**config.mk**
```make
export PLATFORM = sky130hd
export DESIGN_NAME = pipeline_hazard_ctrl_flat
export DESIGN_NICKNAME = d
export VERILOG_FILES = /design/src/rtl/pipeline_hazard_ctrl_if.sv /design/src/rtl/pipeline_hazard_ctrl.sv /design/src/flat_wrapper.sv
export SDC_FILE = /design/constraint.sdc
export NUM_CORES = 1
export LEC_CHECK = 0
export BUFFER_PORTS_ARGS = -buffer_cell sky130_fd_sc_hd__buf_2
export CORE_ASPECT_RATIO = 1.25
export CORE_UTILIZATION = 45
export DETAILED_ROUTE_END_ITERATION = 12
export GPL_ROUTABILITY_DRIVEN = 0
export GPL_TIMING_DRIVEN = 0
export PLACE_DENSITY = 0.8
export RECOVER_POWER = 50
export SKIP_CTS_REPAIR_TIMING = 1
export SYNTH_ARGS = -nofsm -noshare
export SYNTH_HDL_FRONTEND = slang
export SYNTH_SLANG_ARGS = --single-unit
```
**constraint.sdc**
```tcl
create_clock -name clk -period 2 [get_ports clk]
set_input_delay 0.4 -clock clk [delete_from_list [all_inputs] [get_ports clk]]
set_output_delay 0.4 -clock clk [all_outputs]
set_load 0.01 [all_outputs]
```
**src/rtl/pipeline_hazard_ctrl_if.sv**
```systemverilog
// Pipeline <-> hazard controller bundle: ID/EX hazard sources and interrupt lines in, stall/flush/redirect controls out.
// master = pipeline datapath side, slave = the hazard controller.
interface pipeline_hazard_ctrl_if;
   logic [4:0]  ID_rs1;
   logic [4:0]  ID_rs2;
   logic        ID_use_rs1;
   logic        ID_use_rs2;
   logic [31:0] ID_pc;
   logic [4:0]  EX_rd;
   logic        EX_MemRead;
   logic        EX_branch_taken;
   logic        EX_mret;
   logic        irq;
   logic        irq_enable;
   logic        PC_write;
   logic        IF_ID_write;
   logic        IF_ID_flush;
   logic        ID_EX_flush;
   logic [1:0]  PC_src;
   logic        irq_ack;
   logic        in_isr;
   logic [31:0] epc;

   modport master (
      output ID_rs1, ID_rs2, ID_use_rs1, ID_use_rs2, ID_pc,
      output EX_rd, EX_MemRead, EX_branch_taken, EX_mret, irq, irq_enable,
      input  PC_write, IF_ID_write, IF_ID_flush, ID_EX_flush, PC_src, irq_ack, in_isr, epc
   );

   modport slave (
      input  ID_rs1, ID_rs2, ID_use_rs1, ID_use_rs2, ID_pc,
      input  EX_rd, EX_MemRead, EX_branch_taken, EX_mret, irq, irq_enable,
      output PC_write, IF_ID_write, IF_ID_flush, ID_EX_flush, PC_src, irq_ack, in_isr, epc
   );
endinterface

```
**src/rtl/pipeline_hazard_ctrl.sv**
```systemverilog
// Stall/flush/redirect control for the 5-stage core: load-use stall, taken-branch squash, irq entry and mret return.
// Controls are combinational from state + inputs (0 cycles); irq entry takes DRAIN_CYCLES+1 cycles to irq_ack; backpressure is the stall itself.
module pipeline_hazard_ctrl #(
   parameter int unsigned DRAIN_CYCLES = 3,
   parameter logic [31:0] ISR_VECTOR   = 32'h0000_0100
) (
   input  logic                 clk,
   input  logic                 rst,
   pipeline_hazard_ctrl_if.slave hazardBus
);

   typedef enum logic [1:0] {
      RUN    = 2'd0,
      DRAIN  = 2'd1,
      VECTOR = 2'd2,
      ISR    = 2'd3
   } stateT;

   localparam logic [1:0] PC_SEQ    = 2'b00;
   localparam logic [1:0] PC_BRANCH = 2'b01;
   localparam logic [1:0] PC_VECTOR = 2'b10;
   localparam logic [1:0] PC_EPC    = 2'b11;
   localparam logic [3:0] DRAIN_INIT = 4'(DRAIN_CYCLES - 1);

   stateT       stateQ, stateD;
   logic [3:0]  cntQ, cntD;
   logic        inIsrQ, inIsrD;
   logic [31:0] epcQ, epcD;

   logic        loadUse;
   logic        pcWrite, ifIdWrite, ifIdFlush, idExFlush, irqAck;
   logic [1:0]  pcSrc;

   // x0 is never a real producer, so a load into x0 cannot create a hazard.
   assign loadUse = hazardBus.EX_MemRead && (hazardBus.EX_rd != 5'd0) &&
                    ((hazardBus.ID_use_rs1 && (hazardBus.ID_rs1 == hazardBus.EX_rd)) ||
                     (hazardBus.ID_use_rs2 && (hazardBus.ID_rs2 == hazardBus.EX_rd)));

   always_ff @(posedge clk) begin
      if (rst) begin
         stateQ <= RUN;
         cntQ   <= 4'd0;
         inIsrQ <= 1'b0;
         epcQ   <= 32'd0;
      end else begin
         stateQ <= stateD;
         cntQ   <= cntD;
         inIsrQ <= inIsrD;
         epcQ   <= epcD;
      end
   end

   always_comb begin
      stateD    = stateQ;
      cntD      = cntQ;
      inIsrD    = inIsrQ;
      epcD      = epcQ;
      pcWrite   = 1'b1;
      ifIdWrite = 1'b1;
      ifIdFlush = 1'b0;
      idExFlush = 1'b0;
      pcSrc     = PC_SEQ;
      irqAck    = 1'b0;

      unique case (stateQ)
         RUN: begin
            if (hazardBus.EX_branch_taken) begin
               pcSrc     = PC_BRANCH;
               ifIdFlush = 1'b1;
               idExFlush = 1'b1;
            end else if (hazardBus.irq && hazardBus.irq_enable) begin
               // The ID instruction is squashed here and replayed from epc on return.
               epcD      = hazardBus.ID_pc;
               pcWrite   = 1'b0;
               ifIdFlush = 1'b1;
               idExFlush = 1'b1;
               cntD      = DRAIN_INIT;
               stateD    = DRAIN;
            end else if (loadUse) begin
               pcWrite   = 1'b0;
               ifIdWrite = 1'b0;
               idExFlush = 1'b1;
            end
         end

         DRAIN: begin
            pcWrite   = 1'b0;
            ifIdFlush = 1'b1;
            idExFlush = 1'b1;
            if (cntQ == 4'd0) begin
               stateD = VECTOR;
            end else begin
               cntD = cntQ - 4'd1;
            end
         end

         VECTOR: begin
            pcSrc     = PC_VECTOR;
            ifIdFlush = 1'b1;
            idExFlush = 1'b1;
            irqAck    = 1'b1;
            inIsrD    = 1'b1;
            stateD    = ISR;
         end

         ISR: begin
            if (hazardBus.EX_mret) begin
               pcSrc     = PC_EPC;
               ifIdFlush = 1'b1;
               idExFlush = 1'b1;
               inIsrD    = 1'b0;
               stateD    = RUN;
            end else if (hazardBus.EX_branch_taken) begin
               pcSrc     = PC_BRANCH;
               ifIdFlush = 1'b1;
               idExFlush = 1'b1;
            end else if (loadUse) begin
               pcWrite   = 1'b0;
               ifIdWrite = 1'b0;
               idExFlush = 1'b1;
            end
         end

         default: stateD = RUN;
      endcase
   end

   assign hazardBus.PC_write    = pcWrite;
   assign hazardBus.IF_ID_write = ifIdWrite;
   assign hazardBus.IF_ID_flush = ifIdFlush;
   assign hazardBus.ID_EX_flush = idExFlush;
   assign hazardBus.PC_src      = pcSrc;
   assign hazardBus.irq_ack     = irqAck;
   assign hazardBus.in_isr      = inIsrQ;
   assign hazardBus.epc         = epcQ;

   // The vector fetch must be word aligned and the drain count must fit the 4-bit counter.
   assert property (@(posedge clk) disable iff (rst)
      (DRAIN_CYCLES >= 1) && (DRAIN_CYCLES <= 15) && (ISR_VECTOR[1:0] == 2'b00));

endmodule

```
**src/flat_wrapper.sv**
```systemverilog
// flat-port wrapper written by rule: the top's interface ports become plain ports
module pipeline_hazard_ctrl_flat 
#(
   parameter int unsigned DRAIN_CYCLES = 3,
   parameter logic [31:0] ISR_VECTOR   = 32'h0000_0100
)
  (clk, rst, hazardBus_ID_rs1, hazardBus_ID_rs2, hazardBus_ID_use_rs1, hazardBus_ID_use_rs2, hazardBus_ID_pc, hazardBus_EX_rd, hazardBus_EX_MemRead, hazardBus_EX_branch_taken, hazardBus_EX_mret, hazardBus_irq, hazardBus_irq_enable, hazardBus_PC_write, hazardBus_IF_ID_write, hazardBus_IF_ID_flush, hazardBus_ID_EX_flush, hazardBus_PC_src, hazardBus_irq_ack, hazardBus_in_isr, hazardBus_epc);
  pipeline_hazard_ctrl_if hazardBus_i ();
  input  logic clk;
  input  logic rst;
  input wire logic [$bits(hazardBus_i.ID_rs1)-1:0] hazardBus_ID_rs1;
  input wire logic [$bits(hazardBus_i.ID_rs2)-1:0] hazardBus_ID_rs2;
  input wire logic [$bits(hazardBus_i.ID_use_rs1)-1:0] hazardBus_ID_use_rs1;
  input wire logic [$bits(hazardBus_i.ID_use_rs2)-1:0] hazardBus_ID_use_rs2;
  input wire logic [$bits(hazardBus_i.ID_pc)-1:0] hazardBus_ID_pc;
  input wire logic [$bits(hazardBus_i.EX_rd)-1:0] hazardBus_EX_rd;
  input wire logic [$bits(hazardBus_i.EX_MemRead)-1:0] hazardBus_EX_MemRead;
  input wire logic [$bits(hazardBus_i.EX_branch_taken)-1:0] hazardBus_EX_branch_taken;
  input wire logic [$bits(hazardBus_i.EX_mret)-1:0] hazardBus_EX_mret;
  input wire logic [$bits(hazardBus_i.irq)-1:0] hazardBus_irq;
  input wire logic [$bits(hazardBus_i.irq_enable)-1:0] hazardBus_irq_enable;
  output wire logic [$bits(hazardBus_i.PC_write)-1:0] hazardBus_PC_write;
  output wire logic [$bits(hazardBus_i.IF_ID_write)-1:0] hazardBus_IF_ID_write;
  output wire logic [$bits(hazardBus_i.IF_ID_flush)-1:0] hazardBus_IF_ID_flush;
  output wire logic [$bits(hazardBus_i.ID_EX_flush)-1:0] hazardBus_ID_EX_flush;
  output wire logic [$bits(hazardBus_i.PC_src)-1:0] hazardBus_PC_src;
  output wire logic [$bits(hazardBus_i.irq_ack)-1:0] hazardBus_irq_ack;
  output wire logic [$bits(hazardBus_i.in_isr)-1:0] hazardBus_in_isr;
  output wire logic [$bits(hazardBus_i.epc)-1:0] hazardBus_epc;
  assign hazardBus_i.ID_rs1 = hazardBus_ID_rs1;
  assign hazardBus_i.ID_rs2 = hazardBus_ID_rs2;
  assign hazardBus_i.ID_use_rs1 = hazardBus_ID_use_rs1;
  assign hazardBus_i.ID_use_rs2 = hazardBus_ID_use_rs2;
  assign hazardBus_i.ID_pc = hazardBus_ID_pc;
  assign hazardBus_i.EX_rd = hazardBus_EX_rd;
  assign hazardBus_i.EX_MemRead = hazardBus_EX_MemRead;
  assign hazardBus_i.EX_branch_taken = hazardBus_EX_branch_taken;
  assign hazardBus_i.EX_mret = hazardBus_EX_mret;
  assign hazardBus_i.irq = hazardBus_irq;
  assign hazardBus_i.irq_enable = hazardBus_irq_enable;
  assign hazardBus_PC_write = hazardBus_i.PC_write;
  assign hazardBus_IF_ID_write = hazardBus_i.IF_ID_write;
  assign hazardBus_IF_ID_flush = hazardBus_i.IF_ID_flush;
  assign hazardBus_ID_EX_flush = hazardBus_i.ID_EX_flush;
  assign hazardBus_PC_src = hazardBus_i.PC_src;
  assign hazardBus_irq_ack = hazardBus_i.irq_ack;
  assign hazardBus_in_isr = hazardBus_i.in_isr;
  assign hazardBus_epc = hazardBus_i.epc;
  pipeline_hazard_ctrl #(.DRAIN_CYCLES(DRAIN_CYCLES), .ISR_VECTOR(ISR_VECTOR)) u_core (.clk(clk), .rst(rst), .hazardBus(hazardBus_i));
endmodule
```
==> reports/qor.txt <==
Die X-Extent -> 59.0 µm
Avg Inst Size Synth -> 7.77 µm²
Final Hold Viols -> 0
# rows -> 25
gr busiest metal -> met2
Ys Warns -> 0
Setup Skew -> 0.00518 ns
multiplexer area fraction after synthesis -> 1.64%
fmax -> 0.478 GHz
die area -> 0.00432 mm²
Synth Register Bits -> 39
Post-Synth Simple-Gate Area -> 22.3%
Pwr Density -> 1060 mW/mm²
Syn Nets -> 297
mapped cell area -> 0.00183 mm²
Syn-to-layout area delta -> 35.8%
latest clock arrival within the worst-skew pair -> 0.29 ns
Root Driver -> clkbuf_8
grt ovf -> 0
setup repair after global routing missed its margin -> yes
measured slew at the worst slew-check pin -> 0.520 ns
initial antenna violation count -> 0
Pleak -> 1.01 nW
Hold WC Path Type -> in -> reg
met2 Use GR -> 38.0%
initial core utilization -> 47.5%
Sum Neg Setup Slack -> -0.157 ns
Max H-tree Level -> 2
largest net degree at the start of global routing -> 12
first-pass GRT wire length -> 7090 µm
final setup margin -> -0.0928 ns
fin. max-slew vios -> 0
CP required -> 1.60 ns
Post-synth top cells -> nand2_1, a21oi_1, dfxtp_1
fin crit period -> 2.09 ns
Via Count -> 1933
Vias/cell -> 4.92
register area share after synthesis -> 42.7%
residual DRC count -> 0
GRT met1 Usage -> 23.5%
Worst IR Drop VDD -> 0.000583 V
Relative slew margins -> 65.2%
met3 Use GR -> 5.67%
final setup violation count -> 2
largest family of logic cells by synthesized area -> simple AND/OR/NAND/NOR gates
adder-cell share of the synthesized area -> 4.11%
WL final -> 4580 µm
failing checks -> setup timing
clock buffer depth -> 2
period utilization -> 105%
Post-synth EDFFs -> 0
Yosys top cell by area -> dfxtp_1
post-layout net count -> 400
Routed Antenna Nets -> 0
Mapped Cells -> 235
Worst setup EP type -> output pin
Starting DRT DRC Count -> 77
layout cells sized above 1 -> 26.0%
clock transition at the registers of the reported paths -> 0.07 ns
Pre-antenna DRT Iters -> 4
critical path launch point type -> register
synth unique cells -> 38
I/O pins -> 96
top cells by area, synth -> dfxtp_1, nand2_1, a21oi_1
n_diodes -> 0
Synth top area share -> 42.7%
Detail Placement HPWL -> 3460 µm
Inserted Clock Buffers -> 5
worst path arrival time -> 1.69 ns
total global-route track usage -> 21.6%
Die Height -> 73.2 µm
PortBufs -> 95
crit-path max FO -> 8
Final Power -> 0.00264 W
# clock sinks -> 39
WL per Instance -> 11.7 µm
Core Area -> 0.00385 mm²
Max-Cap Viols -> 0
CTS tree -> built
Async SR Flop Fraction -> 0%
Seq. cell area -> 783 µm²
Multi-input gate area -> 992 µm²
fill count -> 370
top_reg_cell synth -> dfxtp_1
top-count cell post-synth -> nand2_1
number of global-route vias before repair -> 1711
status -> finished, violations left
Post-Synth XOR/XNOR Area -> 4.79%
Synth Area in Compound Gates -> 19.9%
Worst Path Class, Setup -> reg -> out
## routing by layer
metal / wire length [µm] / share of wire [%]
met5: 0 / 0
met4: 94 / 2.1
met3: 295 / 6.4
met2: 2310 / 50
met1: 1880 / 41
## placed cells by master, fill, tap and decap left out, drive strengths merged, types with 5 or more instances in the layout
| cell | count |
|---|---|
| nand2 | 70 |
| a21oi | 39 |
| xnor2 | 10 |
| ha | 6 |
| dfxtp | 39 |
| inv | 8 |
| clkbuf | 49 |
| buf | 68 |
| nor2 | 8 |
| nor3 | 5 |
## worst max-delay path, cell delays in order (launching register included)
cell and delay, ns:
dfxtp_2 0.34, inv_2 0.08, ha_4 0.16, buf_6 0.13
a21oi_2 0.06, o21ba_2 0.20, nor3b_2 0.15, a31oi_1 0.15
buf_2 0.16
## path summary, 6_finish.rpt
path / startpoint / depth (start not counted) / slack, ns / end
max: u_core.stateQ[1]$_SDFFE_PP0P_ / 8 / -0.09 / hazardBus_PC_write
max reg2reg: u_core.cntQ[0]$_SDFFE_PP0P_ / 6 / 0.17 / u_core.stateQ[1]$_SDFFE_PP0P_
min reg2reg: u_core.hazardBus.epc[18]$_SDFFE_PP0P_ / 2 / 0.46 / u_core.hazardBus.epc[18]$_SDFFE_PP0P_
min: hazardBus_ID_pc[18] / 3 / 0.34 / u_core.hazardBus.epc[18]$_SDFFE_PP0P_
## power breakdown
group / internal [W] / total (W) / switching, W
logic: 0.000527 / 0.00113 / 0.000602
registers: 0.000870 / 0.000937 / 0.0000671
clock network: 0.000315 / 0.000574 / 0.000260
## flip-flops by register name (all words and copies together), names as in the netlist
| signal | count |
|---|---|
| u_core.cntQ | 4 |
| u_core.hazardBus.epc | 32 |
| u_core.hazardBus.in_isr | 1 |
| u_core.stateQ | 2 |
## final cells by class
class,count,area share [%]
multi-input cells,175,40.0
plain buffers,11,2.12
clock buffers,8,4.03
repair buffers,98,18.4
inverters,8,1.21
well taps,54,2.72
flip-flops and latches,39,31.6
## through the flow
stage                     setup slack, ns  instances  utilization (%)  hold WS, ns  instance area (µm²)
after global placement             -0.123        384             61.6        0.440                 2370
after CTS                          -0.471        392             64.2        0.337                 2470
after floorplan                    0.0663        235                -        0.481                 1830
final                             -0.0928        393             64.5        0.344                 2480
after detailed placement           -0.152        384             61.6        0.443                 2370
after global routing               -0.161        393             64.5        0.338                 2480
## kinds of logic (layout without fill, tap and decap cells)
kind of cell / count (synthesis) / count (layout)
AO/OA/AOI/OAI: 61 / 61
XOR/XNOR: 10 / 10
adder cells (fa/ha/maj): 6 / 6
buffers and inverters: 21 / 125
flip-flops: 39 / 39
multiplexers: 3 / 3
AND/OR/NAND/NOR: 95 / 95
(Power assumes the default switching activity.)
